===== config.mk =====
export PLATFORM = sky130hd
export DESIGN_NAME = inst_cache_flat
export DESIGN_NICKNAME = d
export VERILOG_FILES = /design/src/rtl/inst_cache_if.sv /design/src/rtl/inst_cache.sv /design/src/flat_wrapper.sv
export SDC_FILE = /design/constraint.sdc
export NUM_CORES = 2
export LEC_CHECK = 0
export BUFFER_PORTS_ARGS = -buffer_cell sky130_fd_sc_hd__buf_4
export CAP_MARGIN = 15
export CORE_AREA = 2 2 504 506
export CTS_CLUSTER_SIZE = 40
export DETAILED_ROUTE_END_ITERATION = 8
export DIE_AREA = 0 0 506 508
export PLACE_DENSITY = 0.71
export SYNTH_ARGS = -nofsm -noshare
export SYNTH_HDL_FRONTEND = slang
export SYNTH_SLANG_ARGS = --single-unit

===== constraint.sdc =====
create_clock -name clk -period 3.9 [get_ports clk]
set_clock_uncertainty 0.05 [all_clocks]
set_input_delay 0.78 -clock clk [delete_from_list [all_inputs] [get_ports clk]]
set_output_delay 0.78 -clock clk [all_outputs]
set_load 0.01 [all_outputs]

===== src/rtl/inst_cache_if.sv =====
// Bundle between the instruction cache, the fetch unit and the memory
// controller's instruction port. The cache is the slave side.
interface inst_cache_if;
  logic        fetch_req;
  logic [31:0] fetch_pc;
  logic        hit_flag;
  logic [31:0] hit_inst;
  logic        inst_IF_req;
  logic [31:0] inst_IF_addr;
  logic        inst_IF_flag;
  logic [31:0] inst_IF;

  modport slave (
    input  fetch_req, fetch_pc, inst_IF_flag, inst_IF,
    output hit_flag, hit_inst, inst_IF_req, inst_IF_addr
  );

  modport master (
    output fetch_req, fetch_pc, inst_IF_flag, inst_IF,
    input  hit_flag, hit_inst, inst_IF_req, inst_IF_addr
  );
endinterface


===== src/rtl/inst_cache.sv =====
// Direct-mapped, one-word-per-line instruction cache. Hits answer in one
// cycle; misses issue a held word fetch and bypass the returned word to fetch.
module inst_cache #(
  parameter int IDX_W = 6
) (
  input  logic       clk,
  input  logic       rst,
  input  logic       rdy,
  input  logic       jump_wrong,
  inst_cache_if.slave bus
);
  localparam int LINES = 1 << IDX_W;
  localparam int TAG_W = 30 - IDX_W;

  typedef enum logic {IDLE, MISS} state_t;

  state_t            state, state_nx;
  logic [LINES-1:0]  valid;
  logic [TAG_W-1:0]  tag_mem  [LINES];
  logic [31:0]       data_mem [LINES];

  logic [IDX_W-1:0]  idx, miss_idx, miss_idx_nx;
  logic [TAG_W-1:0]  tag, miss_tag, miss_tag_nx;
  logic              hit_q, hit_nx, req_q, req_nx;
  logic [31:0]       inst_q, inst_nx, addr_q, addr_nx;
  logic              lookup, line_hit, fill;
  logic              unused_pc;

  assign idx       = bus.fetch_pc[IDX_W+1:2];
  assign tag       = bus.fetch_pc[31:IDX_W+2];
  assign unused_pc = ^bus.fetch_pc[1:0];

  // A raised hit_flag means the current request was just served; skip it.
  assign lookup   = (state == IDLE) && bus.fetch_req && !hit_q;
  assign line_hit = valid[idx] && (tag_mem[idx] == tag);
  // Fills land even under rdy low or a flush: the word is correct for its address.
  assign fill     = (state == MISS) && bus.inst_IF_flag;

  always_ff @(posedge clk or posedge rst) begin
    if (rst) begin
      state    <= IDLE;
      hit_q    <= 1'b0;
      inst_q   <= '0;
      req_q    <= 1'b0;
      addr_q   <= '0;
      miss_idx <= '0;
      miss_tag <= '0;
      valid    <= '0;
    end else begin
      state    <= state_nx;
      hit_q    <= hit_nx;
      inst_q   <= inst_nx;
      req_q    <= req_nx;
      addr_q   <= addr_nx;
      miss_idx <= miss_idx_nx;
      miss_tag <= miss_tag_nx;
      if (fill) valid[miss_idx] <= 1'b1;
    end
  end

  always_ff @(posedge clk) begin
    if (fill) begin
      tag_mem[miss_idx]  <= miss_tag;
      data_mem[miss_idx] <= bus.inst_IF;
    end
  end

  always_comb begin
    state_nx = state;
    if (rdy) begin
      if (jump_wrong) begin
        state_nx = IDLE;
      end else begin
        case (state)
          IDLE: if (lookup && !line_hit) state_nx = MISS;
          MISS: if (bus.inst_IF_flag)    state_nx = IDLE;
        endcase
      end
    end
  end

  always_comb begin
    hit_nx      = 1'b0;
    inst_nx     = inst_q;
    req_nx      = req_q;
    addr_nx     = addr_q;
    miss_idx_nx = miss_idx;
    miss_tag_nx = miss_tag;
    if (rdy) begin
      if (jump_wrong) begin
        req_nx = 1'b0;
      end else begin
        case (state)
          IDLE: begin
            if (lookup) begin
              if (line_hit) begin
                hit_nx  = 1'b1;
                inst_nx = data_mem[idx];
              end else begin
                req_nx      = 1'b1;
                addr_nx     = {bus.fetch_pc[31:2], 2'b00};
                miss_idx_nx = idx;
                miss_tag_nx = tag;
              end
            end
          end
          MISS: begin
            if (bus.inst_IF_flag) begin
              hit_nx  = 1'b1;
              inst_nx = bus.inst_IF;
              req_nx  = 1'b0;
            end
          end
        endcase
      end
    end
  end

  assign bus.hit_flag     = hit_q;
  assign bus.hit_inst     = inst_q;
  assign bus.inst_IF_req  = req_q;
  assign bus.inst_IF_addr = addr_q;
endmodule


===== src/flat_wrapper.sv =====
// flat-port wrapper written by rule: the top's interface ports become plain ports
module inst_cache_flat 
#(
  parameter int IDX_W = 6
)
  (clk, rst, rdy, jump_wrong, bus_fetch_req, bus_fetch_pc, bus_inst_IF_flag, bus_inst_IF, bus_hit_flag, bus_hit_inst, bus_inst_IF_req, bus_inst_IF_addr);
  inst_cache_if bus_i ();
  input  logic clk;
  input  logic rst;
  input  logic rdy;
  input  logic jump_wrong;
  input wire logic [$bits(bus_i.fetch_req)-1:0] bus_fetch_req;
  input wire logic [$bits(bus_i.fetch_pc)-1:0] bus_fetch_pc;
  input wire logic [$bits(bus_i.inst_IF_flag)-1:0] bus_inst_IF_flag;
  input wire logic [$bits(bus_i.inst_IF)-1:0] bus_inst_IF;
  output wire logic [$bits(bus_i.hit_flag)-1:0] bus_hit_flag;
  output wire logic [$bits(bus_i.hit_inst)-1:0] bus_hit_inst;
  output wire logic [$bits(bus_i.inst_IF_req)-1:0] bus_inst_IF_req;
  output wire logic [$bits(bus_i.inst_IF_addr)-1:0] bus_inst_IF_addr;
  assign bus_i.fetch_req = bus_fetch_req;
  assign bus_i.fetch_pc = bus_fetch_pc;
  assign bus_i.inst_IF_flag = bus_inst_IF_flag;
  assign bus_i.inst_IF = bus_inst_IF;
  assign bus_hit_flag = bus_i.hit_flag;
  assign bus_hit_inst = bus_i.hit_inst;
  assign bus_inst_IF_req = bus_i.inst_IF_req;
  assign bus_inst_IF_addr = bus_i.inst_IF_addr;
  inst_cache #(.IDX_W(IDX_W)) u_core (.clk(clk), .rst(rst), .rdy(rdy), .jump_wrong(jump_wrong), .bus(bus_i));
endmodule

# After elaboration in Yosys (flattened, before gate mapping)
# Memories as Yosys holds them, arrays and structs flattened.
# Index checks and enable logic that the tools add are counted.
# classes
eq_ne	7
bitwise	4
order_cmp	3
mux	25
n_reduce_logical	11
# op_table
op	n
32-bit 2-to-1 mux	3
64-bit OR	1
32-bit one-hot mux with 2 select lines	1
24-bit == test	1
1-bit 2-to-1 mux	16
6-bit by 7-bit less-than comparator with 1-bit output, second input constant	2
5-bit AND reduction	2
1-bit binary-select mux with 6-bit select	1
1-bit demux with 6-bit select	1
6-bit by 1-bit >= comparator with 1-bit output, second input constant	1
1-bit logical AND	6
3-bit inequality test, second input constant	2
1-bit one-hot mux with 2 select lines	3
2-bit by 1-bit inequality test with 1-bit output, second input constant	2
4-bit AND reduction	1
3-bit by 2-bit inequality test with 1-bit output, second input constant	1
1-bit inverter	3
1-bit zero test	2
2-bit inequality test, second input constant	1
# word_totals
out_inout_bits	66
memories	2
register_bits	159
mem_bits_rw	3584
inputBits	70
elab_cells	60
# mem_list
memory	depth	width	rd	rd_ports_with_merged_regs	write_ports	line_no	text
u_core.data_mem	64	32	1	0	1	inst_cache.sv:20	logic [31:0] data_mem [LINES];
u_core.tag_mem	64	24	1	0	1	inst_cache.sv:19	logic [TAG_W-1:0] tag_mem [LINES];

# Depth between registers and ports, before layout
# logic_depth
depth_word	8
mapped_depth	18
ltp_nobuf	10

# Worst setup path before layout
# No wires, ideal clock.
# synth_timing
path_kind	in2reg
start	input port bus_fetch_pc[3]
end	register u_core.inst_q[6], in the netlist u_core.bus.hit_inst[6]
setup_ns	0.125
required_time_ns	3.725
arrival_ns	4.479
n_path_buf	11
stages	17
path_slack_ns	-0.754
cell_sequence	buf_6 buf_6 buf_6 buf_6 buf_4 buf_4 buf_2 buf_2 buf_2 clkbuf_1 clkbuf_1 mux4_2 mux4_2 mux2_2 o21ai_0 o21ai_0 mux2_2
# synth_between
elab_chain_cells	5
elab_cells_between_ends	11
classes_between	eq/ne (2); mux (5); reduce/logical (2); memory (2)
# synth_rtl
item	line_no	text
from (decl)	flat_wrapper.sv:13	input wire logic [$bits(bus_i.fetch_pc)-1:0] bus_fetch_pc;
memory read 64 x 24 bit or 1-bit binary-select mux with 6-bit select (tied branches)	n/a	
24-bit == test or 1-bit 2-to-1 mux (tied branches)	inst_cache.sv:35	assign line_hit = valid[idx] && (tag_mem[idx] == tag);
1-bit logical AND	inst_cache.sv:35	
2-bit by 1-bit inequality test with 1-bit output (no line)	n/a	
5-bit AND reduction (no line)	n/a	
to (signal assigned)	inst_cache.sv:52	inst_q <= inst_nx;
to (decl)	inst_cache.sv:25	logic [31:0] inst_q, inst_nx, addr_q, addr_nx;
# Several ways; a longest one is shown, not always the timed one. The select of a mux whose other input is x is not followed.
# A chain may end at the register's enable or synchronous reset.

# Final worst setup path
# layout_timing
start	memory u_core.tag_mem[53][19] (netlist bit)
end	register u_core.miss_tag[5]
# layout_between
elab_chain_cells	5
# layout_rtl
item	line_no	text
from (decl)	inst_cache.sv:19	
memory read 64 x 24 bit	n/a	
24-bit == test	inst_cache.sv:35	
1-bit logical AND	inst_cache.sv:35	
1-bit inverter (no line)	n/a	
5-bit AND reduction (no line)	n/a	
to (signal assigned)	inst_cache.sv:56	miss_tag <= miss_tag_nx;
to (decl)	inst_cache.sv:23	logic [TAG_W-1:0] tag, miss_tag, miss_tag_nx;
# Every way passes these cells.

==> flow_summary.yaml <==
die:
  start_util: 0.565
  core_mm2: 0.252
  die_height_um: 508
  die_w_um: 506
  die_area_mm2: 0.257
  pin_count: 136
  rows: 185
clock_network:
  root_buffer: "clkbuf_16"
  cts_tree: "yes"
  cts_max_level: 5
  worst_skew_pair.late_latency_ns: 0.99
  cts.clk_slew.worst_paths_ns: 0.06
  numCtsBuffers: 373
  clkSinkCount: 3713
  clockBufferDepth: 4
critical_path:
  crit_path_max_fanout: 6
  cp_slowest_cell: "or4_4"
  arrival_ns: 5.02
  worstPathRequired_ns: 4.70
  end_kind: "register"
  path_cells: "mux4_2 -> mux2i_1 -> o22ai_4 -> nor4_4 -> a31oi_2 -> buf_6 -> xnor2_4 -> nand4b_1 -> or4_4 -> buf_6 -> o21bai_4 -> buf_12 -> buf_12 -> buf_12 -> buf_12 -> mux2_4"
  critical_path_class: "reg -> reg"
  rrSetupSlack_ns: -0.32
  start_kind: "register"
  path_common_cell: "buf_12"
  worst_path_largest_cell_delay_ns: 0.55
detailed_routing:
  drtIter0Drc: 13100
  drc: 0
  vias: 74900
  drt-wirelength-per-cell_um: 39.8
  vias_per_cell: 7.00
  ant_nets: 0
  totalWireLength_mm: 425
  first_pass_iters: 6
sta:
  finalWorstPathRequiredPeriod_ns: 4.22
  setup_viol: 65
  slew_viol_final: 0
  fmax_ghz: 0.237
  worst_pin_slew_ns: 1.08
  rsz0062_at_grt: "true"
  layout_setup_ws_ns: -0.319
  relSlewSlack: 0.279
  hold_viol: 0
  tns_ns: -15.46
  fin_hold_ws_ns: 0.0494
  finalCritPeriodShare: 1.08
worst_hold_path:
  hp-class: "in -> reg"
yosys:
  synthTopCellsByArea: "edfxtp_1 75%, mux4_2 14%, mux2i_1 2.6%"
  ys_warn_count: 0
  synth_area_per_cell_um2: 22.8
  yosysUniqueCellTypes: 77
  ys_seq_area_frac: 0.777
  synth-main-ff-cell: "edfxtp_1"
  ys_async_sr_fraction: 0.0347
  yosysTopAreaCell: "edfxtp_1"
  synth_edf_count: 3584
  postSynthCellCount: 6257
  netlist.area_leader.share: 0.755
  ys_ff_latch: 3713
  syn_area_mm2: 0.143
grt:
  grt_max_degree: 144
  antenna_found_initial: 24
  track_usage: 0.330
  grt_pass1_vias: 73300
  overflow: 0
  grt_first_pass_wirelength_mm: 582
pwr:
  combPwrFrac: 0.076
  pwr-share-seq: 0.527
  power_density_mw_per_mm2: 527
  p_sw_frac: 0.221
  switching_power_mw: 19.4
  leakage_nw: 54.4
  p_clk_frac: 0.398
  internal-power_mw: 68.1
  peakVddDrop_v: 0.000510
place:
  preCtsSetupSlack_ns: -1.63
  port_buffers: 131
  place.gp.congestion: 0.876
  dp_hpwl_mm: 227
final_layout:
  seq_area_mm2: 0.111
  final_common_cell: "edfxtp_1"
  layout_common_cells: "3584 x edfxtp_1, 892 x mux4_2, 537 x buf_4, 376 x clkbuf_16, 363 x mux2i_1"
  drive_gt1_frac: 0.337
  multi_input_area_mm2: 0.0309
  utilization: 0.658
  syn2layout_area_growth_pct: 16.4
  nets: 7113
  n_fill_cell: 15700
status:
  status: "complete, but fails checks"
  violations: "setup timing"
run:
  maxCapViolCount: 0
worst max-delay path: cells and delay by family, from the launching register on:
family / cells / cell delay, ns
xor gates and xnor gates: 1 / 0.15
buffers and inverters: 6 / 0.79
muxes: 3 / 1.15
DFF: 1 / 0.37
and+or+nand+nor: 3 / 1.19
AOI/OAI and AO/OA: 3 / 0.36
logic make-up after synthesis:
group | Yosys count | share of synthesized area
compound gates | 348 | 0.0175
xor+xnor | 18 | 0.00111
simple gates | 460 | 0.0160
mux | 1372 | 0.176
buf+inv | 345 | 0.0125
other cells | 1 | 0.0000263
flops | 3713 | 0.777
flip-flops by register name, indices dropped and copies added (netlist names):
register / cells
u_core.bus.hit_flag: 1
u_core.bus.hit_inst: 32
u_core.bus.inst_IF_addr: 2
u_core.bus.inst_IF_req: 1
u_core.data_mem: 2048
u_core.miss_idx: 5
u_core.miss_tag: 23
u_core.state: 1
u_core.tag_mem: 1536
u_core.valid: 64
layer usage:
metal | track usage | vias up | routed length, um
li1 | - | 28100 | -
met1 | 0.469 | 39500 | 150000
met2 | 0.503 | 6271 | 197000
met3 | 0.0821 | 994 | 59600
met4 | 0.125 | 2 | 18400
met5 | 0 | - | 13
cell usage after synthesis (11+ instances only):
library cell,instances
a221oi_1,11
mux4_2,892
buf_2,120
buf_4,35
edfxtp_1,3584
nor2b_1,22
nor4_1,12
nand4_1,20
xor2_1,11
a21oi_1,40
nor2_1,102
buf_6,20
mux2i_1,364
a22oi_1,139
mux2_2,115
o21ai_0,31
nand2b_1,11
nand2_1,110
nand3_1,57
dfrtp_1,129
o211ai_1,15
a31oi_1,16
buf_1,32
clkbuf_1,126
or2_2,67
nor3_1,21
o22ai_1,30
timing repair:
action	CTS	global route
cloned	3	2
hold endpoints to repair	13	0
gates resized for setup	108	28
hold buffers	1	0
setup endpoints to repair	65	65
setup buffers	14	12
pin swaps	6	9
stage by stage:
stage	area [um2]	power, mW	cells
3_5_place_dp	153000	53.2	10000
4_1_cts	166000	87.5	10700
6_report	166000	87.5	10700
5_1_grt	166000	89.5	10700
3_3_place_gp	153000	53.0	10000
2_1_floorplan	143000	50.1	6258
final timing paths:
kind,startpoint,end,cells past startpoint
hold / removal,bus_fetch_pc[19],u_core.miss_tag[11]$_DFFE_PP0P_,2
setup / recovery,u_core.tag_mem[53][19]$_DFFE_PP_,u_core.miss_tag[5]$_DFFE_PP0P_,16
max in group asynchronous,rst,u_core.miss_tag[16]$_DFFE_PP0P_,4
min in group asynchronous,rst,u_core.miss_tag[1]$_DFFE_PP0P_,3
setup reg to reg,u_core.tag_mem[53][19]$_DFFE_PP_,u_core.miss_tag[5]$_DFFE_PP0P_,16
hold reg to reg,u_core.valid[51]$_DFFE_PP0P_,u_core.valid[51]$_DFFE_PP0P_,1
power groups by stage:
stage / Combinational, mW / Clock (mW) / Sequential [mW]
after detailed placement: 6.30 / 0 / 46.9
after global placement: 6.12 / 0 / 46.8
after CTS: 6.53 / 35.0 / 46.1
after global routing: 6.95 / 36.5 / 46.1
final: 6.63 / 34.8 / 46.1
after floorplan: 2.84 / 0 / 47.3
layout make-up:
| cell class | instances | area share |
|---|---|---|
| inverter | 7 | 0.000241 |
| timing repair buffer | 748 | 0.0493 |
| clock buffer | 468 | 0.0595 |
| sequential | 3713 | 0.668 |
| multi-input combinational | 2200 | 0.186 |
| tap | 3366 | 0.0254 |
| clock inverter | 191 | 0.0110 |
| antenna | 3 | 0.0000452 |
(Power assumes the default switching activity.)
